--- src/rtl/alu_issue_if.sv ---
// alu_issue_if: handshake and data bundle between upstream issue logic, the
// alu_issue_stage skid buffer and the ALU result multiplexer.
//   in_*    : upstream entry (valid/ready, operands, 3-bit command)
//   out_*   : registered entry toward the ALU plus pre-decoded mux select/sub
//   stat_*  : 16-bit statistics counters (zero unless ALU_ISSUE_STATS_EN)
// Modports: slave = the stage itself, master = the environment around it.
interface alu_issue_if #(
  parameter int WIDTH     = 32,
  parameter int CMD_WIDTH = 3
);
  logic                 in_valid;
  logic                 in_ready;
  logic [WIDTH-1:0]     in_a;
  logic [WIDTH-1:0]     in_b;
  logic [CMD_WIDTH-1:0] in_cmd;
  logic                 out_valid;
  logic                 out_ready;
  logic [WIDTH-1:0]     out_a;
  logic [WIDTH-1:0]     out_b;
  logic [CMD_WIDTH-1:0] out_cmd;
  logic [1:0]           out_sel;
  logic                 out_sub;
  logic [15:0]          stat_issued;
  logic [15:0]          stat_stalls;

  modport slave (
    input  in_valid, in_a, in_b, in_cmd, out_ready,
    output in_ready, out_valid, out_a, out_b, out_cmd, out_sel, out_sub,
           stat_issued, stat_stalls
  );

  modport master (
    output in_valid, in_a, in_b, in_cmd, out_ready,
    input  in_ready, out_valid, out_a, out_b, out_cmd, out_sel, out_sub,
           stat_issued, stat_stalls
  );
endinterface

--- src/rtl/alu_issue_stage.sv ---
// alu_issue_stage: elastic 2-entry skid buffer in front of the ALU result mux.
// Operands and command are registered; the mux select and subtract-mode bit
// are decoded on entry and stored with each entry, so nothing on the output
// side depends combinationally on in_cmd. Ready/valid come from state only.
// Ports:
//   clk   : system clock, rising edge
//   reset : synchronous active-high reset
//   bus   : alu_issue_if.slave (in_* handshake, out_* handshake, stat_*)
// Optional build macro: ALU_ISSUE_STATS_EN adds saturating issue/stall
// counters; without it stat_issued/stat_stalls are constant 0.
module alu_issue_stage #(
  parameter int WIDTH     = 32,
  parameter int CMD_WIDTH = 3
) (
  input  logic      clk,
  input  logic      reset,
  alu_issue_if.slave bus
);

  typedef enum logic [1:0] {EMPTY, ONE, TWO} state_e;

  state_e               state_q, state_d;
  logic [WIDTH-1:0]     main_a_q, main_b_q, skid_a_q, skid_b_q;
  logic [CMD_WIDTH-1:0] main_cmd_q, skid_cmd_q;
  logic [1:0]           main_sel_q, skid_sel_q;
  logic                 main_sub_q, skid_sub_q;

  logic       in_fire, out_fire;
  logic       load_main_in, load_main_skid, load_skid;
  logic [1:0] in_sel;
  logic       in_sub;

  // Command decode: ADD/SUB->0, XOR->1, SLT->2, logic ops->3.
  always_comb begin
    in_sel = 2'd3;
    in_sub = 1'b0;
    case (bus.in_cmd)
      3'd0: in_sel = 2'd0;
      3'd1: begin in_sel = 2'd0; in_sub = 1'b1; end
      3'd2: in_sel = 2'd1;
      3'd3: begin in_sel = 2'd2; in_sub = 1'b1; end
      default: in_sel = 2'd3;
    endcase
  end

  assign bus.in_ready  = (state_q != TWO) & ~reset;
  assign bus.out_valid = (state_q != EMPTY);
  assign in_fire       = bus.in_valid & bus.in_ready;
  assign out_fire      = bus.out_valid & bus.out_ready;

  always_comb begin
    state_d        = state_q;
    load_main_in   = 1'b0;
    load_main_skid = 1'b0;
    load_skid      = 1'b0;
    case (state_q)
      EMPTY: if (in_fire) begin
        load_main_in = 1'b1;
        state_d      = ONE;
      end
      ONE: begin
        if (in_fire && out_fire) begin
          load_main_in = 1'b1;
        end else if (in_fire) begin
          load_skid = 1'b1;
          state_d   = TWO;
        end else if (out_fire) begin
          state_d = EMPTY;
        end
      end
      TWO: if (out_fire) begin
        load_main_skid = 1'b1;
        state_d        = ONE;
      end
      default: state_d = EMPTY;
    endcase
  end

  always_ff @(posedge clk) begin
    if (reset) begin
      state_q    <= EMPTY;
      main_a_q   <= '0;
      main_b_q   <= '0;
      main_cmd_q <= '0;
      main_sel_q <= '0;
      main_sub_q <= 1'b0;
      skid_a_q   <= '0;
      skid_b_q   <= '0;
      skid_cmd_q <= '0;
      skid_sel_q <= '0;
      skid_sub_q <= 1'b0;
    end else begin
      state_q <= state_d;
      if (load_main_in) begin
        main_a_q   <= bus.in_a;
        main_b_q   <= bus.in_b;
        main_cmd_q <= bus.in_cmd;
        main_sel_q <= in_sel;
        main_sub_q <= in_sub;
      end else if (load_main_skid) begin
        main_a_q   <= skid_a_q;
        main_b_q   <= skid_b_q;
        main_cmd_q <= skid_cmd_q;
        main_sel_q <= skid_sel_q;
        main_sub_q <= skid_sub_q;
      end
      if (load_skid) begin
        skid_a_q   <= bus.in_a;
        skid_b_q   <= bus.in_b;
        skid_cmd_q <= bus.in_cmd;
        skid_sel_q <= in_sel;
        skid_sub_q <= in_sub;
      end
    end
  end

  assign bus.out_a   = main_a_q;
  assign bus.out_b   = main_b_q;
  assign bus.out_cmd = main_cmd_q;
  assign bus.out_sel = main_sel_q;
  assign bus.out_sub = main_sub_q;

`ifdef ALU_ISSUE_STATS_EN
  logic [15:0] issued_q, stalls_q;

  always_ff @(posedge clk) begin
    if (reset) begin
      issued_q <= '0;
      stalls_q <= '0;
    end else begin
      if (out_fire && issued_q != 16'hFFFF) issued_q <= issued_q + 16'd1;
      if (bus.out_valid && !bus.out_ready && stalls_q != 16'hFFFF)
        stalls_q <= stalls_q + 16'd1;
    end
  end

  assign bus.stat_issued = issued_q;
  assign bus.stat_stalls = stalls_q;
`else
  assign bus.stat_issued = 16'd0;
  assign bus.stat_stalls = 16'd0;
`endif

endmodule
--- src/flat_wrapper.sv ---
// flat-port wrapper written by rule: the top's interface ports become plain ports
module alu_issue_stage_flat 
#(
  parameter int WIDTH     = 32,
  parameter int CMD_WIDTH = 3
)
  (clk, reset, bus_in_valid, bus_in_a, bus_in_b, bus_in_cmd, bus_out_ready, bus_in_ready, bus_out_valid, bus_out_a, bus_out_b, bus_out_cmd, bus_out_sel, bus_out_sub, bus_stat_issued, bus_stat_stalls);
  alu_issue_if #(.WIDTH(WIDTH), .CMD_WIDTH(CMD_WIDTH)) bus_i ();
  input  logic clk;
  input  logic reset;
  input wire logic [$bits(bus_i.in_valid)-1:0] bus_in_valid;
  input wire logic [$bits(bus_i.in_a)-1:0] bus_in_a;
  input wire logic [$bits(bus_i.in_b)-1:0] bus_in_b;
  input wire logic [$bits(bus_i.in_cmd)-1:0] bus_in_cmd;
  input wire logic [$bits(bus_i.out_ready)-1:0] bus_out_ready;
  output wire logic [$bits(bus_i.in_ready)-1:0] bus_in_ready;
  output wire logic [$bits(bus_i.out_valid)-1:0] bus_out_valid;
  output wire logic [$bits(bus_i.out_a)-1:0] bus_out_a;
  output wire logic [$bits(bus_i.out_b)-1:0] bus_out_b;
  output wire logic [$bits(bus_i.out_cmd)-1:0] bus_out_cmd;
  output wire logic [$bits(bus_i.out_sel)-1:0] bus_out_sel;
  output wire logic [$bits(bus_i.out_sub)-1:0] bus_out_sub;
  output wire logic [$bits(bus_i.stat_issued)-1:0] bus_stat_issued;
  output wire logic [$bits(bus_i.stat_stalls)-1:0] bus_stat_stalls;
  assign bus_i.in_valid = bus_in_valid;
  assign bus_i.in_a = bus_in_a;
  assign bus_i.in_b = bus_in_b;
  assign bus_i.in_cmd = bus_in_cmd;
  assign bus_i.out_ready = bus_out_ready;
  assign bus_in_ready = bus_i.in_ready;
  assign bus_out_valid = bus_i.out_valid;
  assign bus_out_a = bus_i.out_a;
  assign bus_out_b = bus_i.out_b;
  assign bus_out_cmd = bus_i.out_cmd;
  assign bus_out_sel = bus_i.out_sel;
  assign bus_out_sub = bus_i.out_sub;
  assign bus_stat_issued = bus_i.stat_issued;
  assign bus_stat_stalls = bus_i.stat_stalls;
  alu_issue_stage #(.WIDTH(WIDTH), .CMD_WIDTH(CMD_WIDTH)) u_core (.clk(clk), .reset(reset), .bus(bus_i));
endmodule
--- config.mk ---
export PLATFORM = sky130hd
export DESIGN_NAME = alu_issue_stage_flat
export DESIGN_NICKNAME = d
export VERILOG_FILES = /design/src/rtl/alu_issue_if.sv /design/src/rtl/alu_issue_stage.sv /design/src/flat_wrapper.sv
export SDC_FILE = /design/constraint.sdc
export NUM_CORES = 1
export LEC_CHECK = 0
export BUFFER_PORTS_ARGS = -buffer_cell sky130_fd_sc_hd__buf_2
export CORE_ASPECT_RATIO = 0.6
export CORE_MARGIN = 4
export CORE_UTILIZATION = 48
export CTS_BUF_LIST = sky130_fd_sc_hd__clkbuf_16
export DETAILED_ROUTE_END_ITERATION = 12
export PLACE_DENSITY = 0.73
export SLEW_MARGIN = 20
export SYNTH_ARGS = -nofsm -noshare
export SYNTH_HDL_FRONTEND = slang
export SYNTH_SLANG_ARGS = --single-unit
--- constraint.sdc ---
create_clock -name clk -period 1.5 [get_ports clk]
set_input_delay 0.3 -clock clk [delete_from_list [all_inputs] [get_ports clk]]
set_output_delay 0.3 -clock clk [all_outputs]
set_load 0.03 [all_outputs]
[Word-level counts from Yosys, hierarchy flattened]
Cells that the tools add are included.
Storage, ports and cells
  memory bits (read-only): 0
  latch bits: 0
  flip-flop bits (word level): 142
  memories kept: 0
  logic and storage cells: 58
  RAM bits: 0
Operators by class
  reduce and logical (&&, ||, !) cells: 8
  magnitude comparators: 0
  eq/ne operators: 10
  add/sub/neg operators: 0
  $mul: 0
  shifts and indexed selects: 0
  mux-type cells: 25
  divide/modulo/power cells: 0
  bitwise logic cells: 4
Operators by type and width (number)
  $mux 32: 4
  $mux 2: 7
  $pmux 2 s3: 2
  $mux 1: 9
  $eq 3x2->1 const B: 2
  $mux 3: 2
  $ne 2x1->1 const B: 2
  $ne 2x2->1 const B: 2
  $reduce_and 4->1: 1
  $reduce_bool 2->1: 2
  $reduce_or 2->1: 2
  $and 1x1->1: 3
  $eq 3x1->1 const B: 1
  $logic_not 3->1: 1
  $ne 3x1->1 const B: 1
  $eq 2x1->1 const B: 1
  $eq 2x2->1 const B: 1
  $logic_not 2->1: 1
  $pmux 1 s2: 1
  $logic_and 1x1->1: 1
  $not 1->1: 1

[Logic depth before layout (Yosys ltp)]
  depth after elaboration: 7
  gate-level depth with buffers: 7
  mapped depth without buffers: 3

[Least setup slack after synthesis]
OpenSTA, ideal clock, no wires.
  kind: input port to output port
  start: input reset
  end: output bus_in_ready
  data required time: 1200 ps
  buffers on the path: 3
  data arrival time: 1269 ps
  stages on the path: 4
  path slack: -69 ps
  cell sequence: buf_2 clkbuf_1 clkbuf_1 nor2_1
On the way
  cells in the longest elaborated chain, start to end: 2
Ends and longest elaborated chain
  from (decl): RTL line flat_wrapper.sv:10  | input logic reset;
  $not 1->1: RTL line alu_issue_stage.sv:46  | assign bus.in_ready = (state_q != TWO) & ~reset;
  $and 1x1->1: RTL line alu_issue_stage.sv:46
  to (decl): RTL line flat_wrapper.sv:16  | output wire logic [$bits(bus_i.in_ready)-1:0] bus_in_ready;
Every way passes these cells.

[Final worst setup path]
  start: register u_core.state_q[1]
  end: register u_core.skid_cmd_q[2]
On the way
  cells in the longest elaborated chain, start to end: 6
  elaborated cells on any way between the ends: 10
  classes of those cells: eq/ne: 2; mux: 3; bitwise: 3; reduce/logical: 2
Ends and longest elaborated chain
  from (decl): RTL line alu_issue_stage.sv:22  | state_e state_q, state_d;
  from (signal assigned): RTL line alu_issue_stage.sv:93  | state_q <= state_d;
  $ne 2x2->1: RTL line alu_issue_stage.sv:46
  $and 1x1->1: RTL line alu_issue_stage.sv:46
  $and 1x1->1: RTL line alu_issue_stage.sv:48  | assign in_fire = bus.in_valid & bus.in_ready;
  $mux 1 / $logic_and 1x1->1 (equally long branches): RTL line alu_issue_stage.sv:64, alu_issue_stage.sv:62
  $mux 1: RTL line alu_issue_stage.sv:62  | if (in_fire && out_fire) begin
  $mux 1 *: RTL line alu_issue_stage.sv:56  | case (state_q)
  to (signal assigned): RTL line alu_issue_stage.sv:110  | skid_cmd_q <= bus.in_cmd;
  to (decl): RTL line alu_issue_stage.sv:24  | logic [CMD_WIDTH-1:0] main_cmd_q, skid_cmd_q;
Mark *: on every way between the ends. The rest lies on a longest branch, timed or not.
A chain may end at the register's enable or synchronous reset.

==> results.ini <==
[worst_setup_path]
arrival_ns=1.91
path_cells=buf_4 -> or3b_4 -> clkbuf_16 -> o21ai_1 -> a21oi_1
required_ns=1.79
cp-end-kind=flop
worst_path_max_delay_cell=or3b_4
cp-start-kind=flop
critPathKind=flop to flop
worstPathMaxFanout=6
slowest_delay_ns=0.48

[floorplan]
start_util_pct=49.6
die_area_um2=15400
dieHeight_um=97.7
std_cell_rows=32
fp.dieW_um=158
ioPinCount=175
core_um2=13000

[sta]
max_freq_ghz=0.617
hold_viol_final=0
layout_min_cycle_time_ns=1.62
slew_viol_final=0
fin_ws_ns=-0.122
fin_crit_sh_pct=108
rsz0062_at_grt=true
fin_setup_tns_ns=-2.88
setup_violations=113
fin_skew_ns=0.00839

[drt]
wl_per_cell_um=18.9
detail-route-antenna-nets=0
vias_per_cell=5.85
dr_total_vias=6354
firstDrtPassIters=5
drc=0
drtIter0Drc=545
routed_wl_um=20600

[placement]
gp_congestion=0.804
placed_area_um2=7290
place_hpwl_um=10800
placed_cells=1029
port_buffers=142

[synth]
yosysMostFrequentCell=dfxtp_1
yosysSeqAreaShare_pct=44.2
synth-edff-count=0
avgSynthCellArea_um2=8.35
netlist_area_um2=6440
synthFlopType=dfxtp_1
synth_top_area_cell=dfxtp_1
ys_types=29
yosysWarnings=0
ys_ff_latch=142
synth_top_cell_area_share_pct=44.2
syn_inst=771
synth_area_leaders=dfxtp_1, a311oi_1, nand2_1
synth_common_cells=dfxtp_1, nand2_1, a21oi_1
synthArstFlopShare_pct=0

[clock_tree]
cts_hold_buffers=0
root_buffer=clkbuf_16
cts_num_sinks=142
cts_made_buffers=17
path_clk_slew_ns=0.06
cts_tree=yes
cts_buffer_depth=2
htree_levels=4
clkLatencyLatePin_ns=0.41

[global_routing]
grt_max_degree=68
antenna_found_initial=0
grt_usage_pct=21.4
grt_pass1_vias=5313
grt_overflow=0
grt_pass1_wl_um=27300

[finish]
num_antenna_cells=0
layoutNonFillerInstCount=1087
post_route_cells_drive_above_1_share_pct=40.1
fin_area_um2=8950
finalNetCount=975
syn_to_final_growth_pct=39.0

[pwr]
power_leakage_nw=3.33
finalPower_mw=9.86
irDropWorstVdd_v=0.000741
powerDensity_nw_per_um2=1100

[outcome]
status=finished, violations left
violations=negative setup slack

[run]
max_cap_violations=0

[min_path]
worstHoldPathType=input port to flop

==> metrics by stage <==
| step | util [%] | hold WS [ns] | worst slack, ns |
|---|---|---|---|
| floorplan | - | 0.445 | 0.00322 |
| global placement | 56.2 | 0.460 | -0.00508 |
| detailed placement | 56.2 | 0.466 | -0.0462 |
| CTS | 60.9 | 0.137 | -0.0754 |
| global route | 69.0 | 0.160 | -0.153 |
| finish | 69.0 | 0.154 | -0.122 |
==> final cells by class <==
type / instances / area [um2]
Inverter: 1 / 3.75
Tap cell: 170 / 213
Multi-Input combinational cell: 543 / 3650
Clock buffer: 17 / 425
Fill cell: 1003 / 4020
Timing Repair Buffer: 199 / 1680
Clock inverter: 15 / 128
Sequential cell: 142 / 2850
==> placed cells by master, fill, tap and decap left out, types with 4 or more instances in the layout <==
master,n
a311oi_1,52
a311oi_2,17
a21oi_1,73
nor3_2,39
buf_6,8
o21ai_2,39
o21ai_1,28
clkbuf_16,28
dfxtp_1,140
nor3_4,27
conb_1,32
buf_2,139
buf_8,5
clkinv_1,5
nand2_1,138
nand3_1,68
buf_12,19
or3b_4,4
clkinv_2,4
buf_4,15
==> critical path, delay by kind of cell, from the launching register on <==
family | cells | cell delay, ns
AOI/OAI and AO/OA | 2 | 0.27
buffers and inverters | 2 | 0.37
and+or+nand+nor | 1 | 0.48
DFF | 1 | 0.36
==> registers in the layout (all words and copies together) (netlist names) <==
signal,cells
u_core.skid_a_q,32
u_core.bus.out_b,32
u_core.bus.out_sub,1
u_core.bus.out_cmd,3
u_core.state_q,2
u_core.bus.out_sel,2
u_core.skid_sub_q,1
u_core.skid_cmd_q,3
u_core.bus.out_a,32
u_core.skid_sel_q,2
u_core.skid_b_q,32
==> routing by layer <==
| metal | track usage [%] | part of all wire [%] | up-vias |
|---|---|---|---|
| li1 | - | - | 3019 |
| met4 | 5.09 | 0.91 | 0 |
| met3 | 4.67 | 9.1 | 23 |
| met2 | 31.1 | 45 | 286 |
| met5 | 0 | 0 | - |
| met1 | 32.2 | 45 | 3026 |
==> final timing paths <==
check	startpoint	end	slack, ns	cells past startpoint
max	u_core.state_q[1]$_SDFFE_PP0P_	u_core.skid_cmd_q[2]$_SDFFE_PP0P_	-0.12	5
min	bus_in_a[16]	u_core.skid_a_q[16]$_SDFFE_PP0P_	0.15	3
max reg2reg	u_core.state_q[1]$_SDFFE_PP0P_	u_core.skid_cmd_q[2]$_SDFFE_PP0P_	-0.12	5
min reg2reg	u_core.skid_a_q[11]$_SDFFE_PP0P_	u_core.skid_a_q[11]$_SDFFE_PP0P_	0.46	2
==> cell families after synthesis <==
group | count (synthesis) | share of synthesized area, %
buffers and inverters | 120 | 11.0
flip-flops | 142 | 44.2
other | 1 | 0.0583
multiplexers | 1 | 0.155
AO/OA/AOI/OAI | 218 | 21.3
AND/OR/NAND/NOR | 289 | 23.3
==> power breakdown <==
| part | internal, mW | switching, mW | leakage, nW |
|---|---|---|---|
| logic | 0.612 | 1.18 | 1.89 |
| registers | 3.94 | 0.0954 | 1.16 |
| clock network | 2.41 | 1.62 | 0.276 |
==> what timing repair did <==
action | in CTS | in global routing
setup buffers | 3 | 2
cloned | 0 | 21
endpoints found under the hold margin | 0 | 0
endpoints found under the setup margin | 26 | 139
gates resized for setup | 40 | 172
pin swaps | 0 | 7
(Power assumes the default switching activity.)
